===== src/rtl/div_if.sv =====
// Request/response bundle for the RV32M divide unit: request fields, flush,
// and the ready/valid/result return path.
interface div_if;
    logic        i_valid;
    logic [1:0]  i_op;
    logic [31:0] i_rs1;
    logic [31:0] i_rs2;
    logic        i_kill;
    logic        o_ready;
    logic        o_valid;
    logic [31:0] o_result;

    modport master (
        output i_valid, i_op, i_rs1, i_rs2, i_kill,
        input  o_ready, o_valid, o_result
    );

    modport slave (
        input  i_valid, i_op, i_rs1, i_rs2, i_kill,
        output o_ready, o_valid, o_result
    );
endinterface


===== src/rtl/div_unit.sv =====
// Iterative RV32M divider (DIV/DIVU/REM/REMU): one restoring step per cycle,
// with divide-by-zero and signed-overflow resolved at accept time.
module div_unit (
    input  logic  i_clk,
    input  logic  i_rst,
    div_if.slave  bus
);
    typedef enum logic [1:0] {
        S_IDLE = 2'd0,
        S_CALC = 2'd1,
        S_DONE = 2'd2
    } state_t;

    state_t      state_r;
    logic [4:0]  cnt_r;
    logic [31:0] quo_r;
    logic [31:0] rem_r;
    logic [31:0] dvs_r;
    logic [31:0] result_r;
    logic        is_rem_r;
    logic        neg_q_r;
    logic        neg_r_r;

    logic        signed_s;
    logic [31:0] a_mag_s;
    logic [31:0] b_mag_s;
    logic        div_zero_s;
    logic        ovf_s;
    logic [32:0] shift_s;
    logic [32:0] diff_s;
    logic [31:0] final_s;
    logic        done_s;

    function automatic logic [31:0] neg32(input logic [31:0] v);
        return (~v) + 32'd1;
    endfunction

    // Operand decode, datapath step and sign-corrected result.
    always_comb begin
        signed_s   = ~bus.i_op[0];
        a_mag_s    = (signed_s && bus.i_rs1[31]) ? neg32(bus.i_rs1) : bus.i_rs1;
        b_mag_s    = (signed_s && bus.i_rs2[31]) ? neg32(bus.i_rs2) : bus.i_rs2;
        div_zero_s = (bus.i_rs2 == 32'd0);
        ovf_s      = signed_s && (bus.i_rs1 == 32'h8000_0000) && (bus.i_rs2 == 32'hFFFF_FFFF);
        shift_s    = {rem_r, quo_r[31]};
        diff_s     = shift_s - {1'b0, dvs_r};
        if (is_rem_r) begin
            final_s = neg_r_r ? neg32(rem_r) : rem_r;
        end else begin
            final_s = neg_q_r ? neg32(quo_r) : quo_r;
        end
        done_s = (state_r == S_DONE) && !i_rst && !bus.i_kill;
    end

    // A killed DONE neither pulses nor exposes its result.
    assign bus.o_ready  = (state_r == S_IDLE) && !i_rst;
    assign bus.o_valid  = done_s;
    assign bus.o_result = done_s ? final_s : result_r;

    // Control FSM and datapath registers; reset beats kill beats everything else.
    always_ff @(posedge i_clk) begin
        if (i_rst) begin
            state_r  <= S_IDLE;
            cnt_r    <= 5'd0;
            quo_r    <= 32'd0;
            rem_r    <= 32'd0;
            dvs_r    <= 32'd0;
            result_r <= 32'd0;
            is_rem_r <= 1'b0;
            neg_q_r  <= 1'b0;
            neg_r_r  <= 1'b0;
        end else if (bus.i_kill) begin
            state_r <= S_IDLE;
        end else begin
            case (state_r)
                S_IDLE: begin
                    if (bus.i_valid) begin
                        is_rem_r <= bus.i_op[1];
                        if (div_zero_s) begin
                            quo_r   <= 32'hFFFF_FFFF;
                            rem_r   <= bus.i_rs1;
                            neg_q_r <= 1'b0;
                            neg_r_r <= 1'b0;
                            state_r <= S_DONE;
                        end else if (ovf_s) begin
                            quo_r   <= 32'h8000_0000;
                            rem_r   <= 32'd0;
                            neg_q_r <= 1'b0;
                            neg_r_r <= 1'b0;
                            state_r <= S_DONE;
                        end else begin
                            quo_r   <= a_mag_s;
                            rem_r   <= 32'd0;
                            dvs_r   <= b_mag_s;
                            neg_q_r <= signed_s && (bus.i_rs1[31] ^ bus.i_rs2[31]);
                            neg_r_r <= signed_s && bus.i_rs1[31];
                            cnt_r   <= 5'd31;
                            state_r <= S_CALC;
                        end
                    end
                end
                S_CALC: begin
                    // Dividend bits shift out of quo_r as quotient bits shift in.
                    quo_r <= {quo_r[30:0], ~diff_s[32]};
                    rem_r <= diff_s[32] ? shift_s[31:0] : diff_s[31:0];
                    if (cnt_r == 5'd0) begin
                        state_r <= S_DONE;
                    end else begin
                        cnt_r <= cnt_r - 5'd1;
                    end
                end
                S_DONE: begin
                    result_r <= final_s;
                    state_r  <= S_IDLE;
                end
                default: begin
                    state_r <= S_IDLE;
                end
            endcase
        end
    end
endmodule

===== src/flat_wrapper.sv =====
// flat-port wrapper written by rule: the top's interface ports become plain ports
module div_unit_flat 
  (i_clk, i_rst, bus_i_valid, bus_i_op, bus_i_rs1, bus_i_rs2, bus_i_kill, bus_o_ready, bus_o_valid, bus_o_result);
  div_if bus_i ();
  input  logic i_clk;
  input  logic i_rst;
  input wire logic [$bits(bus_i.i_valid)-1:0] bus_i_valid;
  input wire logic [$bits(bus_i.i_op)-1:0] bus_i_op;
  input wire logic [$bits(bus_i.i_rs1)-1:0] bus_i_rs1;
  input wire logic [$bits(bus_i.i_rs2)-1:0] bus_i_rs2;
  input wire logic [$bits(bus_i.i_kill)-1:0] bus_i_kill;
  output wire logic [$bits(bus_i.o_ready)-1:0] bus_o_ready;
  output wire logic [$bits(bus_i.o_valid)-1:0] bus_o_valid;
  output wire logic [$bits(bus_i.o_result)-1:0] bus_o_result;
  assign bus_i.i_valid = bus_i_valid;
  assign bus_i.i_op = bus_i_op;
  assign bus_i.i_rs1 = bus_i_rs1;
  assign bus_i.i_rs2 = bus_i_rs2;
  assign bus_i.i_kill = bus_i_kill;
  assign bus_o_ready = bus_i.o_ready;
  assign bus_o_valid = bus_i.o_valid;
  assign bus_o_result = bus_i.o_result;
  div_unit u_core (.i_clk(i_clk), .i_rst(i_rst), .bus(bus_i));
endmodule

===== config.mk =====
export PLATFORM = sky130hd
export DESIGN_NAME = div_unit_flat
export DESIGN_NICKNAME = d
export VERILOG_FILES = /design/src/rtl/div_if.sv /design/src/rtl/div_unit.sv /design/src/flat_wrapper.sv
export SDC_FILE = /design/constraint.sdc
export NUM_CORES = 1
export LEC_CHECK = 0
export BUFFER_PORTS_ARGS = -buffer_cell sky130_fd_sc_hd__buf_2
export CAP_MARGIN = 10
export CORE_AREA = 2 2 168 187
export CTS_CLUSTER_SIZE = 25
export DETAILED_ROUTE_END_ITERATION = 16
export DIE_AREA = 0 0 170 189
export PLACE_DENSITY = 0.65
export SLEW_MARGIN = 20
export SYNTH_ARGS = -nofsm -noshare
export SYNTH_HDL_FRONTEND = slang
export SYNTH_SLANG_ARGS = --single-unit
export TNS_END_PERCENT = 20

===== constraint.sdc =====
create_clock -name i_clk -period 3.75 [get_ports i_clk]
set_input_delay 0.75 -clock i_clk [delete_from_list [all_inputs] [get_ports i_clk]]
set_output_delay 0.75 -clock i_clk [all_outputs]
set_load 0.02 [all_outputs]

==> results of run 1 <==
[cell type report]
class | instances | area (um2)
Fill cell | 3058 | 17400
Multi-Input combinational cell | 1168 | 7580
Sequential cell | 138 | 2770
Timing Repair Buffer | 177 | 1110
Tap cell | 379 | 474
Clock buffer | 20 | 457
Inverter | 60 | 225
Clock inverter | 11 | 170
Antenna cell | 2 | 5.00
[state kept, by name, indices dropped and copies added (netlist names)]
name,count
u_core.dvs_r,32
u_core.quo_r,32
u_core.rem_r,32
u_core.result_r,32
u_core.cnt_r,5
u_core.state_r,2
u_core.is_rem_r,1
u_core.neg_q_r,1
u_core.neg_r_r,1
[per-stage QoR]
step | hold slack [ns] | cells | cell area [um2] | total power, mW
after floorplan | 0.423 | 1464 | 10800 | 2.77
after global placement | 0.429 | 1917 | 12000 | 3.22
after detailed placement | 0.434 | 1917 | 12000 | 3.24
after CTS | 0.444 | 1950 | 12700 | 5.08
after global routing | 0.462 | 1955 | 12800 | 5.38
final | 0.442 | 1955 | 12800 | 5.11
[layout by cell type, fill, tap and decap left out, types with 12 or more instances in the layout]
cell / n
o211ai_1: 18
dfxtp_1: 135
nor2_1: 148
buf_2: 99
inv_1: 59
xnor2_1: 83
o21ai_0: 55
ha_1: 39
nand2_1: 184
nor3_1: 58
a21o_1: 32
and3_1: 12
o31ai_1: 20
a31oi_1: 27
nand2b_1: 20
clkbuf_16: 17
o41ai_1: 12
a221oi_1: 35
nor4_1: 16
xor2_1: 59
nand3_1: 20
or3_1: 13
a211oi_1: 56
buf_4: 74
a21oi_1: 99
[worst reg2reg max path, delay by kind of cell (launching register included)]
| kind | cells | cell delay [ns] |
|---|---|---|
| flip-flops | 1 | 0.36 |
| AND/OR/NAND/NOR | 2 | 0.30 |
| adder cells (fa/ha/maj) | 2 | 0.59 |
| multiplexers | 1 | 0.38 |
| buffers and inverters | 1 | 0.07 |
| AO/OA/AOI/OAI | 6 | 1.71 |
[per-layer routing]
metal  up-vias  wire (um)
met1      5028      16100
li1       5496          -
met4         2        849
met3        40       1800
met2       340      14600
met5         -         14
[report_power, final]
group	internal (mW)	switching [mW]	total [mW]
clock	1.14	0.675	1.82
combinational	0.681	0.940	1.62
sequential	1.55	0.117	1.67
total	3.38	1.73	5.11
[what timing repair did]
item                       CTS  global route
setup endpoints to repair   13            25
gates resized for setup     11            24
pin swaps                    1            13
buffers inserted             2             4
[path summary, 6_finish.rpt]
check	slack [ns]	end	start
min	0.44	u_core.result_r[5]$_SDFFE_PP0P_	u_core.result_r[5]$_SDFFE_PP0P_
max	-0.17	bus_o_result[22]	u_core.quo_r[6]$_SDFFE_PP0P_
min reg2reg	0.44	u_core.result_r[5]$_SDFFE_PP0P_	u_core.result_r[5]$_SDFFE_PP0P_
max reg2reg	0.17	u_core.rem_r[8]$_SDFFE_PP0P_	u_core.quo_r[31]$_SDFFE_PP0P_
[cell families (layout without fill, tap and decap cells)]
kind of cell | after synthesis | after routing | share of synthesized area
and+or+nand+nor | 551 | 551 | 0.246
buffers and inverters | 158 | 268 | 0.0568
DFF | 138 | 138 | 0.256
adders and majority gates | 40 | 40 | 0.0471
other | 0 | 2 | 0
xor gates and xnor gates | 142 | 142 | 0.115
muxes | 12 | 12 | 0.0118
AOI/OAI and AO/OA | 423 | 423 | 0.267
==> flow_summary_export.csv, run 1 <==
group,metric,value,unit
clock_tree,clk_pin_slew,0.06,ns
floorplanning,start_util,0.357,
timing,setup_viol,5,
finish,utilization,0.424,
synthesis,yosys-top-cells-count,"nand2_1, nor2_1, dfxtp_1, a21oi_1, clkbuf_1",
placed_design,dpl_worst_slack,0.233,ns
worst_setup_path,slowest_stage,"or4_4",
timing,clock_skew,0.0100,ns
worst_setup_path,rr_worst_depth,12,
timing,fin_setup_tns,-0.398,ns
synthesis,yosysSeqAreaShare,0.256,
synthesis,yosysTopAreaCell,"dfxtp_1",
grt,use_met3,0.0230,
finish,layout-drive-gt1-share,0.166,
worst_setup_path,cp-start-kind,"register",
detailed_routing,ant_nets,0,
power,peakVddDrop,0.326,mV
grt,grtUsageMet1,0.292,
clock_tree,h-tree-depth,4,
synthesis,syn_avg_cell_area,7.36,um2
detailed_routing,num_vias,10900,
worst_setup_path,crit_cells,10,
timing,worst_slack,-0.170,ns
floorplanning,chipWidth,170,um
floorplanning,num_rows,67,
timing,finalHoldViolations,0,
worst_setup_path,cp.buffers_inverters,1,
synthesis,ys_types,76,
worst_setup_path,crit_family,"simple AND/OR/NAND/NOR gates",
detailed_routing,first_iter_violations,831,
timing,max_freq,255,MHz
synthesis,ys_seq_elements,138,
finish,syn_to_final_growth,18.6,%
detailed_routing,drt_pass1_iterations,5,
detailed_routing,drc,0,
synthesis,synthesis.nets,1574,
finish,nets,1672,
timing,slew_headroom,0.306,
synthesis,synth_edf_count,0,
detailed_routing,vias_per_cell,5.58,
timing,finalCritPeriodShare,1.05,
timing,finalCriticalPeriod,3.92,ns
placed_design,dp_hpwl,25.3,mm
floorplanning,fp.dieArea,32100,um2
grt,grt_busiest_layer,"met2",
floorplanning,coreArea,30200,um2
clock_tree,clockBufferDepth,2,
worst_setup_path,critPathMaxStageDelay,0.55,ns
floorplanning,ios,104,
clock_tree,insertion_delay,0.43,ns
clock_tree,cts_made_buffers,17,
clock_tree,cts_root_buf,"clkbuf_16",
worst_setup_path,crit_arrival,3.17,ns
floorplanning,die_h,189,um
synthesis,synth.most_common_cell,"nand2_1",
detailed_routing,wl_per_cell,17.1,um
hold_path,hold_class,"reg -> reg",
grt,use_met2,0.322,
detailed_routing,drt-total-wl,33.4,mm
synthesis,yosys-top-cells-area,"dfxtp_1, xnor2_1, nand2_1, nor2_1, xor2_1",
grt,grt_util_all_layers,0.206,
power,p_leak,5.27,nW
grt,grt_pass1_wl,53.7,mm
clock_tree,cts_sinks,138,
worst_setup_path,cpMostUsedCell,"or4_4",
synthesis,synth.cell_area,10800,um2
synthesis,synth_flop_cell,"dfxtp_1",
worst_setup_path,critical_path_class,"reg -> out",
clock_tree,cts_tree,"built",
grt,grt_max_degree,74,
synthesis,yosys_warnings,0,
worst_setup_path,cp-end-kind,"output pin",
clock_tree,ctsHoldBuffers,0,
worst_setup_path,worstPathRequired,3.00,ns
power,powerDensity,400,nW/um2
run,max_cap_violations,0,
timing,maxSlewViolCount,0,
grt,grt_pass1_vias,10100,
outcome,outcome,"complete, but fails checks",
grt,antenna_found_initial,3,
placed_design,place_congestion,0.920,
placed_design,io_buffers,103,
timing,rsz0062_at_grt,"true",
outcome,violations,"setup timing",
synthesis,synth_top_area_frac,0.256,
timing,tightest_slew,1.04,ns
synthesis,synth_cells,1464,
hold_path,worstHoldPathCells,2,
synthesis,async_flop_share,0,
worst_setup_path,crit_chain,"or4_4 > nor2_4 > nand3_2 > or4b_4 > or4_4 > o41ai_4 > xnor2_1 > o211ai_2 > nand2_1 > buf_6",
worst_setup_path,path_max_fanout,3,
grt,grt_overflow,0,
No activity file was read; power rests on OpenSTA's default activity.
==> run 2, diff against run 1 <==
--- a/config.mk
+++ b/config.mk
@@ -8,10 +8,12 @@
 export BUFFER_PORTS_ARGS = -buffer_cell sky130_fd_sc_hd__buf_2
 export CAP_MARGIN = 10
 export CORE_AREA = 2 2 168 187
+export CTS_CLUSTER_DIAMETER = 120
 export CTS_CLUSTER_SIZE = 25
 export DETAILED_ROUTE_END_ITERATION = 16
 export DIE_AREA = 0 0 170 189
 export PLACE_DENSITY = 0.65
+export SETUP_SLACK_MARGIN = 0.15
 export SLEW_MARGIN = 20
 export SYNTH_ARGS = -nofsm -noshare
 export SYNTH_HDL_FRONTEND = slang
==> run 2 against run 1 <==
Against the previous run: the run still ends with setup timing left; combinational power grew 2%; critical path depth unchanged; sequential share of layout area fell by 0.28 points; maximum frequency is 0.43% higher; clock power about the same.
==> flow_summary_export.csv, run 2 (synthesis results as in run 1) <==
group,metric,value,unit
clock_tree,clockBufferDepth,2,
grt,use_met3,0.0228,
floorplanning,fp.dieArea,32100,um2
grt,antenna_found_initial,3,
clock_tree,insertion_delay,0.43,ns
worst_setup_path,critical_path_class,"reg -> out",
power,p_leak,5.32,nW
detailed_routing,first_iter_violations,747,
timing,tightest_slew,1.18,ns
finish,layout.cells.non_filler,1960,
finish,stdcell_area,13000,um2
worst_setup_path,r2r_slack,0.42,ns
worst_setup_path,critPathMaxStageDelay,0.54,ns
worst_setup_path,cp-end-kind,"output pin",
placed_design,io_buffers,103,
floorplanning,ios,104,
timing,slew_headroom,0.214,
power,peakVddDrop,0.328,mV
finish,syn_to_final_growth,20.3,%
placed_design,placed_cell_area,12000,um2
grt,grt_overflow,0,
floorplanning,die_h,189,um
outcome,outcome,"complete, but fails checks",
finish,layout_common_cells,"nand2_1, nor2_1, dfxtp_1, a21oi_1, buf_2",
clock_tree,cts_tree,"built",
detailed_routing,num_vias,10900,
floorplanning,num_rows,67,
clock_tree,h-tree-depth,4,
grt,use_met2,0.323,
worst_setup_path,cpMostUsedCell,"or4_4",
clock_tree,cts_sinks,138,
placed_design,dp_hpwl,25.3,mm
timing,setup_viol,7,
detailed_routing,ant_nets,0,
timing,finalHoldViolations,0,
finish,utilization,0.430,
grt,grtUsageMet1,0.293,
worst_setup_path,crit_chain,"or4_4 > nor2_4 > nand3_2 > or4b_4 > or4_4 > o41ai_4 > xnor2_1 > o211ai_2 > nand2_1 > buf_6",
timing,maxSlewViolCount,0,
grt,grt_busiest_layer,"met2",
worst_setup_path,cp-start-kind,"register",
timing,fin_hold_ws,0.442,ns
detailed_routing,vias_per_cell,5.57,
finish,layout-drive-gt1-share,0.181,
run,max_cap_violations,0,
grt,grt_max_degree,74,
worst_setup_path,worstPathRequired,3.00,ns
worst_setup_path,slowest_stage,"or4_4",
timing,rsz0062_at_grt,"true",
timing,finalCriticalPeriod,3.90,ns
finish,nets,1677,
power,powerDensity,398,nW/um2
clock_tree,ctsHoldBuffers,0,
worst_setup_path,cp.buffers_inverters,1,
outcome,violations,"setup timing",
finish,nFillCells,3026,
finish,final_common_cell,"nand2_1",
floorplanning,coreArea,30200,um2
timing,clock_skew,0.0105,ns
finish,multi_input_area,7690,um2
finish,ff_latch_area,2770,um2
timing,worst_slack,-0.153,ns
grt,grt_pass1_wl,53.7,mm
clock_tree,clk_pin_slew,0.06,ns
placed_design,placed_cells,1917,
detailed_routing,wl_per_cell,17.1,um
grt,grt_pass1_vias,10100,
detailed_routing,drc,0,
hold_path,hold_class,"reg -> reg",
worst_setup_path,crit_arrival,3.15,ns
clock_tree,cts_made_buffers,17,
placed_design,place_congestion,0.920,
detailed_routing,drt_pass1_iterations,5,
clock_tree,cts_root_buf,"clkbuf_16",
worst_setup_path,path_max_fanout,2,
floorplanning,chipWidth,170,um
detailed_routing,drt-total-wl,33.5,mm
worst_setup_path,crit_family,"simple AND/OR/NAND/NOR gates",
timing,max_freq,256,MHz
floorplanning,start_util,0.357,
grt,grt_util_all_layers,0.206,
timing,finalCritPeriodShare,1.04,
run 2: changes by cell type in the layout (fill, tap and decap cells not counted), sizes merged:
cell  before  now
buf      177  182
run 2: power by group:
part / switching (mW) / leakage [nW] / internal, mW
Combinational: 0.957 / 3.89 / 0.704
Clock: 0.678 / 0.298 / 1.14
Sequential: 0.120 / 1.13 / 1.55
Total: 1.75 / 5.32 / 3.40
run 2: cell type report:
cell class	instances	share of cell area
Sequential cell	138	0.214
Inverter	60	0.0174
Timing Repair Buffer	182	0.0905
Clock buffer	20	0.0352
Antenna cell	2	0.000386
Tap cell	379	0.0366
Clock inverter	11	0.0131
Multi-Input combinational cell	1168	0.593
run 2: worst reg2reg max path: stages (launching register included):
cell and delay (ns):
dfxtp_1 0.37, inv_1 0.08, ha_1 0.21, fa_1 0.38, nor2b_1 0.20, o2111ai_2 0.16, a211oi_2 0.31, o21ai_2 0.13
a21o_1 0.24, a211o_2 0.40, mux2_2 0.30, a221oi_1 0.27, nor3_1 0.11
run 2: final timing paths:
kind                                        start                               to  depth (start not counted)
setup / recovery     u_core.quo_r[6]$_SDFFE_PP0P_                 bus_o_result[22]                         10
hold / removal    u_core.result_r[1]$_SDFFE_PP0P_  u_core.result_r[1]$_SDFFE_PP0P_                          2
setup reg to reg    u_core.quo_r[31]$_SDFFE_PP0P_     u_core.rem_r[8]$_SDFFE_PP0P_                         12
hold reg to reg   u_core.result_r[1]$_SDFFE_PP0P_  u_core.result_r[1]$_SDFFE_PP0P_                          2
run 2: through the flow:
step	setup TNS [ns]	power, mW	setup slack [ns]
6_report	-0.499	5.16	-0.153
5_1_grt	-1.78	5.42	-0.293
4_1_cts	-0.979	5.09	-0.204
3_5_place_dp	0	3.24	0.233
3_3_place_gp	0	3.22	0.252
2_1_floorplan	0	2.77	0.313
run 2: metal layers:
metal | vias to the layer above | routed length, um
li1 | 5512 | -
met1 | 5019 | 16200
met2 | 343 | 14900
met3 | 42 | 1720
met4 | 2 | 792
met5 | - | 14
run 2: what timing repair did:
action | CTS | global route
resized for setup | 20 | 54
buffers inserted | 2 | 8
endpoints found under the setup margin | 18 | 45
pin swaps | 5 | 26
==> run 3, diff against run 2 <==
--- a/config.mk
+++ b/config.mk
@@ -7,12 +7,12 @@
 export LEC_CHECK = 0
 export BUFFER_PORTS_ARGS = -buffer_cell sky130_fd_sc_hd__buf_2
 export CAP_MARGIN = 10
-export CORE_AREA = 2 2 168 187
+export CORE_AREA = 2 2 145 217
 export CTS_CLUSTER_DIAMETER = 120
 export CTS_CLUSTER_SIZE = 25
 export DETAILED_ROUTE_END_ITERATION = 16
-export DIE_AREA = 0 0 170 189
-export PLACE_DENSITY = 0.65
+export DIE_AREA = 0 0 147 219
+export PLACE_DENSITY = 0.64
 export SETUP_SLACK_MARGIN = 0.15
 export SLEW_MARGIN = 20
 export SYNTH_ARGS = -nofsm -noshare
==> constraint.sdc (replaced) <==
create_clock -name i_clk -period 3.75 [get_ports i_clk]
set_input_delay 0.75 -clock i_clk [delete_from_list [all_inputs] [get_ports i_clk]]
set_output_delay 0.75 -clock i_clk [all_outputs]
set_load 0.005 [all_outputs]
==> run 3 against run 2 <==
Against the previous run: the flow still finishes with violations (setup timing); critical path depth unchanged; wire length about the same; sequential power is essentially flat; global-route usage rose by 0.14 points; via count up 0.24%; first-iteration DRC count shrank 31%; clock power grew 7%; largest power group unchanged.
==> flow_summary_export.csv, run 3 (synthesis results as in run 1) <==
group,metric,value,unit
outcome,outcome,"complete, but fails checks",
outcome,violations,"setup timing",
worst_setup_path,r2r_slack,0.31,ns
worst_setup_path,critPathMaxStageDelay,0.57,ns
finish,nets,1671,
detailed_routing,vias_per_cell,5.54,
clock_tree,cts_root_buf,"clkbuf_16",
floorplanning,fp.dieArea,32200,um2
finish,utilization,0.427,
floorplanning,coreArea,30300,um2
timing,finalCritPeriodShare,1.07,
clock_tree,ctsHoldBuffers,0,
worst_setup_path,rr_worst_depth,12,
floorplanning,ios,104,
grt,grt_max_degree,76,
hold_path,hold_class,"reg -> reg",
finish,layout.cells.non_filler,1977,
worst_setup_path,cp-end-kind,"output pin",
timing,finalHoldViolations,0,
power,powerDensity,408,nW/um2
detailed_routing,drt-total-wl,33.5,mm
timing,finalCriticalPeriod,4.01,ns
timing,setup_viol,12,
worst_setup_path,crit_arrival,3.26,ns
detailed_routing,first_iter_violations,517,
placed_design,place_congestion,0.910,
floorplanning,die_h,219,um
finish,layout_common_cells,"nand2_1, nor2_1, dfxtp_1, buf_2, a21oi_1",
worst_setup_path,worstPathRequired,3.00,ns
worst_setup_path,cpMostUsedCell,"or4_4",
finish,stdcell_area,12900,um2
worst_setup_path,crit_cells,10,
placed_design,placed_cell_area,12000,um2
worst_setup_path,crit_chain,"or4_4 > nor2_4 > nand3_2 > or4b_4 > or4_4 > o41ai_4 > xnor2_1 > o211ai_2 > nand2_1 > buf_2",
timing,clock_skew,0.00991,ns
placed_design,io_buffers,103,
finish,syn_to_final_growth,19.7,%
worst_setup_path,path_max_fanout,3,
finish,layout-drive-gt1-share,0.168,
floorplanning,chipWidth,147,um
grt,grt_util_all_layers,0.207,
detailed_routing,num_vias,10900,
worst_setup_path,cp.buffers_inverters,1,
detailed_routing,drc,0,
run,max_cap_violations,0,
power,p_leak,5.31,nW
timing,slew_headroom,0.307,
hold_path,worstHoldPathCells,2,
clock_tree,clockBufferDepth,2,
clock_tree,cts_tree,"built",
timing,max_freq,250,MHz
clock_tree,clk_pin_slew,0.06,ns
detailed_routing,wl_per_cell,17.0,um
placed_design,placed_cells,1938,
floorplanning,start_util,0.356,
worst_setup_path,crit_family,"simple AND/OR/NAND/NOR gates",
placed_design,dp_hpwl,26.1,mm
timing,rsz0062_at_grt,"true",
worst_setup_path,slowest_stage,"or4_4",
timing,worst_slack,-0.256,ns
clock_tree,cts_sinks,138,
grt,grt_overflow,0,
detailed_routing,ant_nets,0,
grt,grt_pass1_wl,54.0,mm
finish,final_common_cell,"nand2_1",
clock_tree,insertion_delay,0.45,ns
worst_setup_path,critical_path_class,"reg -> out",
power,finalPower,5.26,mW
grt,grt_pass1_vias,10500,
worst_setup_path,cp-start-kind,"register",
grt,antenna_found_initial,3,
power,peakVddDrop,0.298,mV
detailed_routing,drt_pass1_iterations,5,
timing,fin_hold_ws,0.439,ns
clock_tree,cts_made_buffers,17,
floorplanning,num_rows,78,
timing,tightest_slew,1.04,ns
clock_tree,h-tree-depth,4,
timing,maxSlewViolCount,0,
-- run 3: changes by cell type in the layout (fill, tap and decap cells not counted), sizes merged --
cell / change
bufinv: +2
buf: -6
clkinvlp: -1
diode: +1
-- run 3: cell type report --
cell class / count / area, um2
antenna: 3 / 7.51
clock buffer: 20 / 457
clock inverter: 12 / 219
fill: 3168 / 17400
inverter: 60 / 225
multi-input combinational: 1168 / 7580
sequential: 138 / 2770
tap: 400 / 500
timing repair buffer: 176 / 1140
-- run 3: worst paths after layout --
path                              startpoint                               to
max             u_core.quo_r[6]$_SDFFE_PP0P_                 bus_o_result[22]
min          u_core.result_r[6]$_SDFFE_PP0P_  u_core.result_r[6]$_SDFFE_PP0P_
max reg2reg    u_core.rem_r[14]$_SDFFE_PP0P_    u_core.rem_r[20]$_SDFFE_PP0P_
min reg2reg  u_core.result_r[6]$_SDFFE_PP0P_  u_core.result_r[6]$_SDFFE_PP0P_
-- run 3: per-stage QoR --
stage | TNS, ns | setup WS, ns
3_5_place_dp | 0 | 0.159
6_report | -1.35 | -0.256
2_1_floorplan | 0 | 0.417
5_1_grt | -3.01 | -0.364
4_1_cts | -1.38 | -0.267
3_3_place_gp | 0 | 0.190
-- run 3: tightest hold or removal path, delay by kind of cell, from the launching register on --
kind / cells / cell delay [ns]
flip-flops: 1 / 0.30
AND/OR/NAND/NOR: 2 / 0.09
-- run 3: power breakdown --
group	internal [mW]	total, mW	switching [mW]	leakage (nW)
Combinational	0.712	1.66	0.945	3.85
Sequential	1.55	1.66	0.112	1.13
Clock	1.28	1.94	0.663	0.326
-- run 3: timing repair --
action                                  in CTS  in global routing
gates resized for setup                     18                 21
cloned                                       0                  0
pin swaps                                    6                 12
endpoints found under the setup margin      18                 40
buffers inserted                             2                  2
-- run 3: metal layers --
metal	vias up	routed length, um	track usage
li1	5506	-	-
met1	5053	14100	0.244
met2	313	16400	0.363
met3	72	1400	0.0277
met4	0	1630	0.117
met5	-	0	0
